[config.mk]
export PLATFORM = sky130hd
export DESIGN_NAME = uart_rx_fifo
export DESIGN_NICKNAME = d
export VERILOG_FILES = /design/src/rtl/uart_rx_fifo.sv
export SDC_FILE = /design/constraint.sdc
export NUM_CORES = 1
export LEC_CHECK = 0
export BUFFER_PORTS_ARGS = -buffer_cell sky130_fd_sc_hd__buf_2
export CORE_ASPECT_RATIO = 0.6
export CORE_MARGIN = 5
export CORE_UTILIZATION = 50
export CTS_BUF_LIST = sky130_fd_sc_hd__clkbuf_8
export DETAILED_ROUTE_END_ITERATION = 12
export GPL_ROUTABILITY_DRIVEN = 0
export GPL_TIMING_DRIVEN = 0
export PLACE_DENSITY = 0.75
export REMOVE_ABC_BUFFERS = 1
export SETUP_SLACK_MARGIN = 0.1
export SLEW_MARGIN = 40
export SYNTH_ARGS = -nofsm -noshare
export SYNTH_HDL_FRONTEND = slang
export SYNTH_SLANG_ARGS = --single-unit
export TNS_END_PERCENT = 1
[constraint.sdc]
create_clock -name clk -period 2.3 [get_ports clk]
set_input_delay 0.46 -clock clk [delete_from_list [all_inputs] [get_ports clk]]
set_output_delay 0.46 -clock clk [all_outputs]
set_load 0.005 [all_outputs]
[src/rtl/uart_rx_fifo.sv]
// UART receiver with 3-sample majority voting, false-start rejection, break detection
// and a first-word-fall-through receive FIFO with valid/ready pop handshake.
module uart_rx_fifo #(
   parameter int CLK_FREQ   = 50_000_000,
   parameter int BAUD       = 115_200,
   parameter int DATA_BITS  = 8,
   parameter int FIFO_DEPTH = 4
) (
   input  logic                          clk,
   input  logic                          rst,
   input  logic                          serial_data_in,
   input  logic [1:0]                    parity_type,
   input  logic                          two_stop,
   output logic [DATA_BITS-1:0]          rx_data,
   output logic                          parity_error,
   output logic                          framing_error,
   output logic                          rx_valid,
   input  logic                          rx_ready,
   output logic                          overrun,
   input  logic                          overrun_clr,
   output logic                          break_det,
   output logic [$clog2(FIFO_DEPTH):0]   fifo_count
);

   localparam int CLKS_PER_BIT = CLK_FREQ / BAUD;
   localparam int MID          = CLKS_PER_BIT / 2;
   localparam int CW           = $clog2(CLKS_PER_BIT);
   localparam int BW           = $clog2(DATA_BITS);
   localparam int AW           = $clog2(FIFO_DEPTH);
   localparam int CNTW         = AW + 1;
   localparam int WW           = DATA_BITS + 2;

   typedef enum logic [2:0] {
      IDLE, START, DATA, PARITY, STOP1, STOP2, BRK_WAIT
   } state_t;

   state_t state, state_nx;

   logic sync1, sync2, line_prev, fall;

   // NOTE: sequential state uses non-blocking assignments so every register samples pre-edge values.
   always_ff @(posedge clk) begin
      if (!rst) begin
         sync1     <= 1'b1;
         sync2     <= 1'b1;
         line_prev <= 1'b1;
      end else begin
         sync1     <= serial_data_in;
         sync2     <= sync1;
         line_prev <= sync2;
      end
   end

   assign fall = line_prev & ~sync2;

   logic [CW-1:0]        cnt;
   logic                 samp_a, samp_b, vote;
   logic [BW-1:0]        bit_idx;
   logic [DATA_BITS-1:0] shreg;
   logic                 par_bit, ferr_q, two_cfg;
   logic [1:0]           par_cfg;
   logic                 bit_end, decide, par_en, last_data, is_break;

   assign bit_end   = (cnt == CW'(CLKS_PER_BIT - 1));
   assign decide    = (cnt == CW'(MID + 1));
   assign vote      = (samp_a & samp_b) | (samp_a & sync2) | (samp_b & sync2);
   assign par_en    = (par_cfg == 2'd1) || (par_cfg == 2'd2);
   assign last_data = (bit_idx == BW'(DATA_BITS - 1));
   // A break is an all-zero frame body whose first stop bit is also low.
   assign is_break  = ~vote && (shreg == '0) && (!par_en || !par_bit);

   always_ff @(posedge clk) begin
      if (!rst) state <= IDLE;
      else      state <= state_nx;
   end

   // NOTE: every combinational output gets a default first, so no path can infer a latch.
   always_comb begin
      state_nx = state;
      case (state)
         IDLE:     if (fall) state_nx = START;
         START:    if (decide && vote) state_nx = IDLE;
                   else if (bit_end)   state_nx = DATA;
         DATA:     if (bit_end && last_data) state_nx = par_en ? PARITY : STOP1;
         PARITY:   if (bit_end) state_nx = STOP1;
         STOP1:    if (decide && is_break)      state_nx = BRK_WAIT;
                   else if (decide && !two_cfg) state_nx = IDLE;
                   else if (bit_end)            state_nx = STOP2;
         STOP2:    if (decide) state_nx = IDLE;
         BRK_WAIT: if (sync2) state_nx = IDLE;
         default:  state_nx = IDLE;
      endcase
   end

   logic push, brk_hit, cfg_load, word_ferr, word_perr;

   always_comb begin
      push      = 1'b0;
      brk_hit   = 1'b0;
      cfg_load  = 1'b0;
      word_ferr = 1'b0;
      case (state)
         START: cfg_load = decide && !vote;
         STOP1: if (decide) begin
            brk_hit   = is_break;
            push      = !is_break && !two_cfg;
            word_ferr = ~vote;
         end
         STOP2: if (decide) begin
            push      = 1'b1;
            word_ferr = ferr_q | ~vote;
         end
         default: ;
      endcase
   end

   assign word_perr = par_en && ((^shreg ^ par_bit) != (par_cfg == 2'd1));

   always_ff @(posedge clk) begin
      if (!rst) begin
         cnt       <= '0;
         samp_a    <= 1'b1;
         samp_b    <= 1'b1;
         bit_idx   <= '0;
         shreg     <= '0;
         par_bit   <= 1'b0;
         ferr_q    <= 1'b0;
         par_cfg   <= 2'd0;
         two_cfg   <= 1'b0;
         break_det <= 1'b0;
      end else begin
         break_det <= brk_hit;
         if (state == IDLE || state == BRK_WAIT || bit_end) cnt <= '0;
         else                                               cnt <= cnt + CW'(1);
         if (cnt == CW'(MID - 1)) samp_a <= sync2;
         if (cnt == CW'(MID))     samp_b <= sync2;
         if (cfg_load) begin
            par_cfg <= parity_type;
            two_cfg <= two_stop;
         end
         if (state == START) begin
            bit_idx <= '0;
            ferr_q  <= 1'b0;
         end
         if (state == DATA && decide)  shreg   <= {vote, shreg[DATA_BITS-1:1]};
         if (state == DATA && bit_end) bit_idx <= bit_idx + BW'(1);
         if (state == PARITY && decide) par_bit <= vote;
         if (state == STOP1 && decide)  ferr_q  <= ~vote;
      end
   end

   logic [WW-1:0]   mem [FIFO_DEPTH];
   logic [WW-1:0]   head;
   logic [AW-1:0]   wr_ptr, rd_ptr;
   logic [CNTW-1:0] count;
   logic            full, pop, do_push, ovr_set;

   assign full    = (count == CNTW'(FIFO_DEPTH));
   assign rx_valid = (count != '0);
   assign pop     = rx_valid && rx_ready;
   assign do_push = push && (!full || pop);
   assign ovr_set = push && full && !pop;

   // NOTE: storage is left unreset; only pointers and count define which entries are valid.
   always_ff @(posedge clk) begin
      if (do_push) mem[wr_ptr] <= {word_ferr, word_perr, shreg};
   end

   always_ff @(posedge clk) begin
      if (!rst) begin
         wr_ptr  <= '0;
         rd_ptr  <= '0;
         count   <= '0;
         overrun <= 1'b0;
      end else begin
         if (do_push) wr_ptr <= wr_ptr + AW'(1);
         if (pop)     rd_ptr <= rd_ptr + AW'(1);
         case ({do_push, pop})
            2'b10:   count <= count + CNTW'(1);
            2'b01:   count <= count - CNTW'(1);
            default: ;
         endcase
         if (ovr_set)          overrun <= 1'b1;
         else if (overrun_clr) overrun <= 1'b0;
      end
   end

   assign head          = mem[rd_ptr];
   assign rx_data       = rx_valid ? head[DATA_BITS-1:0] : '0;
   assign parity_error  = rx_valid & head[DATA_BITS];
   assign framing_error = rx_valid & head[DATA_BITS+1];
   assign fifo_count    = count;

endmodule
==> impl_metrics.tcl <==
set metrics [dict create \
    htreeDepth 3 \
    required_ns 2.56 \
    rsz0062_at_grt "true" \
    setup_tns_ns 0 \
    synth.distinct_cells 51 \
    synth-async-reset-ratio_pct 0 \
    finalMaxSlewViolations 0 \
    rr_startpoint "shreg[4]$_SDFFE_PN0P_" \
    drc 0 \
    fin_total_pwr_uw 3537 \
    drt_iter0_markers 237 \
    clk_path_buf_depth 2 \
    hp-class "in2reg" \
    setup_ws_ns 0.06275 \
    clk_latency_ns 0.36 \
    multi_input_comb_area_mm2 0.001737 \
    cp_max_fo 4 \
    gr-usage-all-layers_pct 17.48 \
    cts_tree "built" \
    routed_wl_mm 7.835 \
    die_area_mm2 0.009598 \
    syn2layout_area_growth_pct 16.57 \
    fin_crit_sh_pct 97.27 \
    cp-end-kind "flip-flop" \
    dp_hpwl_mm 5.324 \
    power.density_mw_per_mm2 789.4 \
    final_cell_mix "edfxtp_1 (40), nor2_1 (32), dfxtp_1 (32)" \
    clk_pin_slew_ns 0.09 \
    peakVddDrop_uv 436.1 \
    swShare_pct 30.04 \
    dp_slack_ns -0.3976 \
    p_seq_share_pct 49.5 \
    clock-sinks 84 \
    ys.flop_type "dfxtp_1" \
    rr_endpoint "fifo_count[2]$_SDFFE_PN0P_" \
    synth_edf_count 40 \
    design_area_mm2 0.004481 \
    critical_path.startpoint "shreg[4]$_SDFFE_PN0P_" \
    rr_worst_depth 8 \
    grt_max_degree 25 \
    die_y_um 77.92 \
    grt_pass1_vias 2514 \
    min_period_ns 2.237 \
    netlist_instances 325 \
    internal_power_uw 2474 \
    crit_type "reg2reg" \
    ioPinCount 24 \
    relSlewSlack_pct 51.49 \
    grt_first_pass_wirelength_mm 12.85 \
    num_antenna_cells 0 \
    fmax_mhz 447.0 \
    die_w_um 123.2 \
    antenna_found_initial 0 \
    via_per_inst 5.402 \
    fin_worst_skew_ns 0.01152 \
    num_vias 2539 \
    rrSetupSlack_ns 0.06 \
    dpl.cell_count 441 \
    layout_commonest_cell "edfxtp_1" \
    synth-seq-cells 84 \
    outcome "complete, no violations" \
    wl_per_cell_um 16.67 \
    switching_power_uw 1062 \
    synth.yosys.seq_area_share_pct 54.17 \
    drtAntennaViolNets 0 \
    cp.arrival_ns 2.49 \
    dpl_cell_area_mm2 0.004055 \
    num-nets-final 385 \
    overflow 0 \
    syn_avg_cell_area_um2 11.83 \
    port-buffer-count 23 \
    netlist_area_mm2 0.003844 \
    finalSetupViolCount 0 \
    yosys_warnings 0 \
    drtPass1Iterations 4 \
    drv_cap 0 \
    stdcell_count 470 \
    start_util_pct 52.24 \
    pwr-share-clk_pct 30.6 \
    numCtsBuffers 9 \
    p_comb_share_pct 19.9 \
    cts-root-buf "clkbuf_8" \
    tightest_slew_ns 0.7232 \
    layout-drive-gt1-share_pct 26.78 \
    crit_end "fifo_count[2]$_SDFFE_PN0P_" \
    fp-row-count 24 \
    coreArea_mm2 0.007357 \
    area.sequential_mm2 0.002120 \
    leakage_uw 0.001693 \
    start_kind "flip-flop" \
    fillers 592 \
    finalHoldViolCount 0 \
]
==> power by group through the flow <==
stage / Combinational, uW / Clock, uW / Sequential, uW
floorplan: 442 / 0 / 1740
global placement: 630 / 0 / 1770
detailed placement: 653 / 0 / 1780
CTS: 692 / 1110 / 1750
global route: 772 / 1170 / 1770
finish: 705 / 1080 / 1750
==> synth_stat cells (4+ instances only) <==
cell type	number	area, um2
a21oi_1	8	40.04
clkbuf_1	9	33.78
and3_1	4	25.02
nand2_1	17	63.81
xor2_1	5	43.79
mux2i_1	19	190.2
and2_1	4	25.02
nand3_1	13	65.06
nor3_1	5	25.02
mux4_2	10	225.2
xnor2_1	10	87.58
o31ai_1	6	45.04
nor2_1	32	120.1
nand2b_1	9	56.30
edfxtp_1	40	1201
inv_1	20	75.07
ha_1	15	187.7
dfxtp_1	44	880.8
nor2b_1	16	100.1
==> cells by family (layout without fill, tap and decap cells) <==
kind of cell    after synthesis  count (layout)  share of synthesized area, %
fa+ha+maj                    17              17                         5.697
mux                          29              29                         10.81
xor+xnor                     15              15                         3.418
flops                        84              84                         54.17
buf+inv                      31              72                         3.157
simple gates                115             115                         16.05
compound gates               34              34                         6.706
==> layer usage <==
| metal | vias to the layer above | GRT usage [%] | routed length, um |
|---|---|---|---|
| met4 | 0 | 3.315 | 19 |
| met3 | 2 | 5.959 | 490 |
| li1 | 1241 | - | - |
| met2 | 75 | 26.83 | 3536 |
| met5 | - | 0 | 0 |
| met1 | 1221 | 24.33 | 3789 |
==> final cells by class <==
| class | count | area share (%) |
|---|---|---|
| clock buffer | 9 | 2.765 |
| tap | 104 | 2.904 |
| multi-input combinational | 210 | 38.76 |
| inverter | 20 | 1.676 |
| sequential | 84 | 47.31 |
| timing repair buffer | 36 | 4.747 |
| clock inverter | 7 | 1.843 |
==> per-stage QoR <==
| step | util, % | hold slack, ns |
|---|---|---|
| 5_1_grt | 60.90 | 0.2814 |
| 4_1_cts | 59.13 | 0.2545 |
| 6_report | 60.90 | 0.2783 |
| 3_3_place_gp | 54.95 | 0.3889 |
| 3_5_place_dp | 55.12 | 0.4054 |
| 2_1_floorplan | - | 0.3863 |
==> flip-flops by register name, indices dropped and copies added, names as in the netlist, 2 cells and up, named ones only <==
register / count
bit_idx: 3
cnt: 9
fifo_count: 3
rd_ptr: 2
shreg: 8
par_cfg: 2
wr_ptr: 2
mem: 40
state: 3
==> critical path, cell delays in order (launching register included) <==
cell,delay (ns)
dfxtp_4,0.36
inv_1,0.06
ha_1,0.15
nand4_1,0.19
o31ai_4,0.42
a22o_1,0.29
fa_2,0.27
nor4b_1,0.06
a311o_1,0.33
==> repair_timing <==
action                                  4_1_cts  5_1_grt
buffers inserted                              4        9
resized for setup                            22       22
pin swaps                                     2        5
hold buffers                                  0        0
endpoints found under the setup margin       53       53
==> worst min-delay path by stage <==
stage / start / slack [ns] / to / depth (start not counted)
after floorplan: sync1$_SDFF_PN1_ / 0.39 / sync2$_SDFF_PN1_ / 1
after global placement: sync1$_SDFF_PN1_ / 0.39 / sync2$_SDFF_PN1_ / 1
after detailed placement: sync1$_SDFF_PN1_ / 0.41 / sync2$_SDFF_PN1_ / 1
after CTS: serial_data_in / 0.25 / sync1$_SDFF_PN1_ / 2
after global routing: serial_data_in / 0.28 / sync1$_SDFF_PN1_ / 2
final: serial_data_in / 0.28 / sync1$_SDFF_PN1_ / 2
Note: power is estimated with default switching activity, not from simulation.
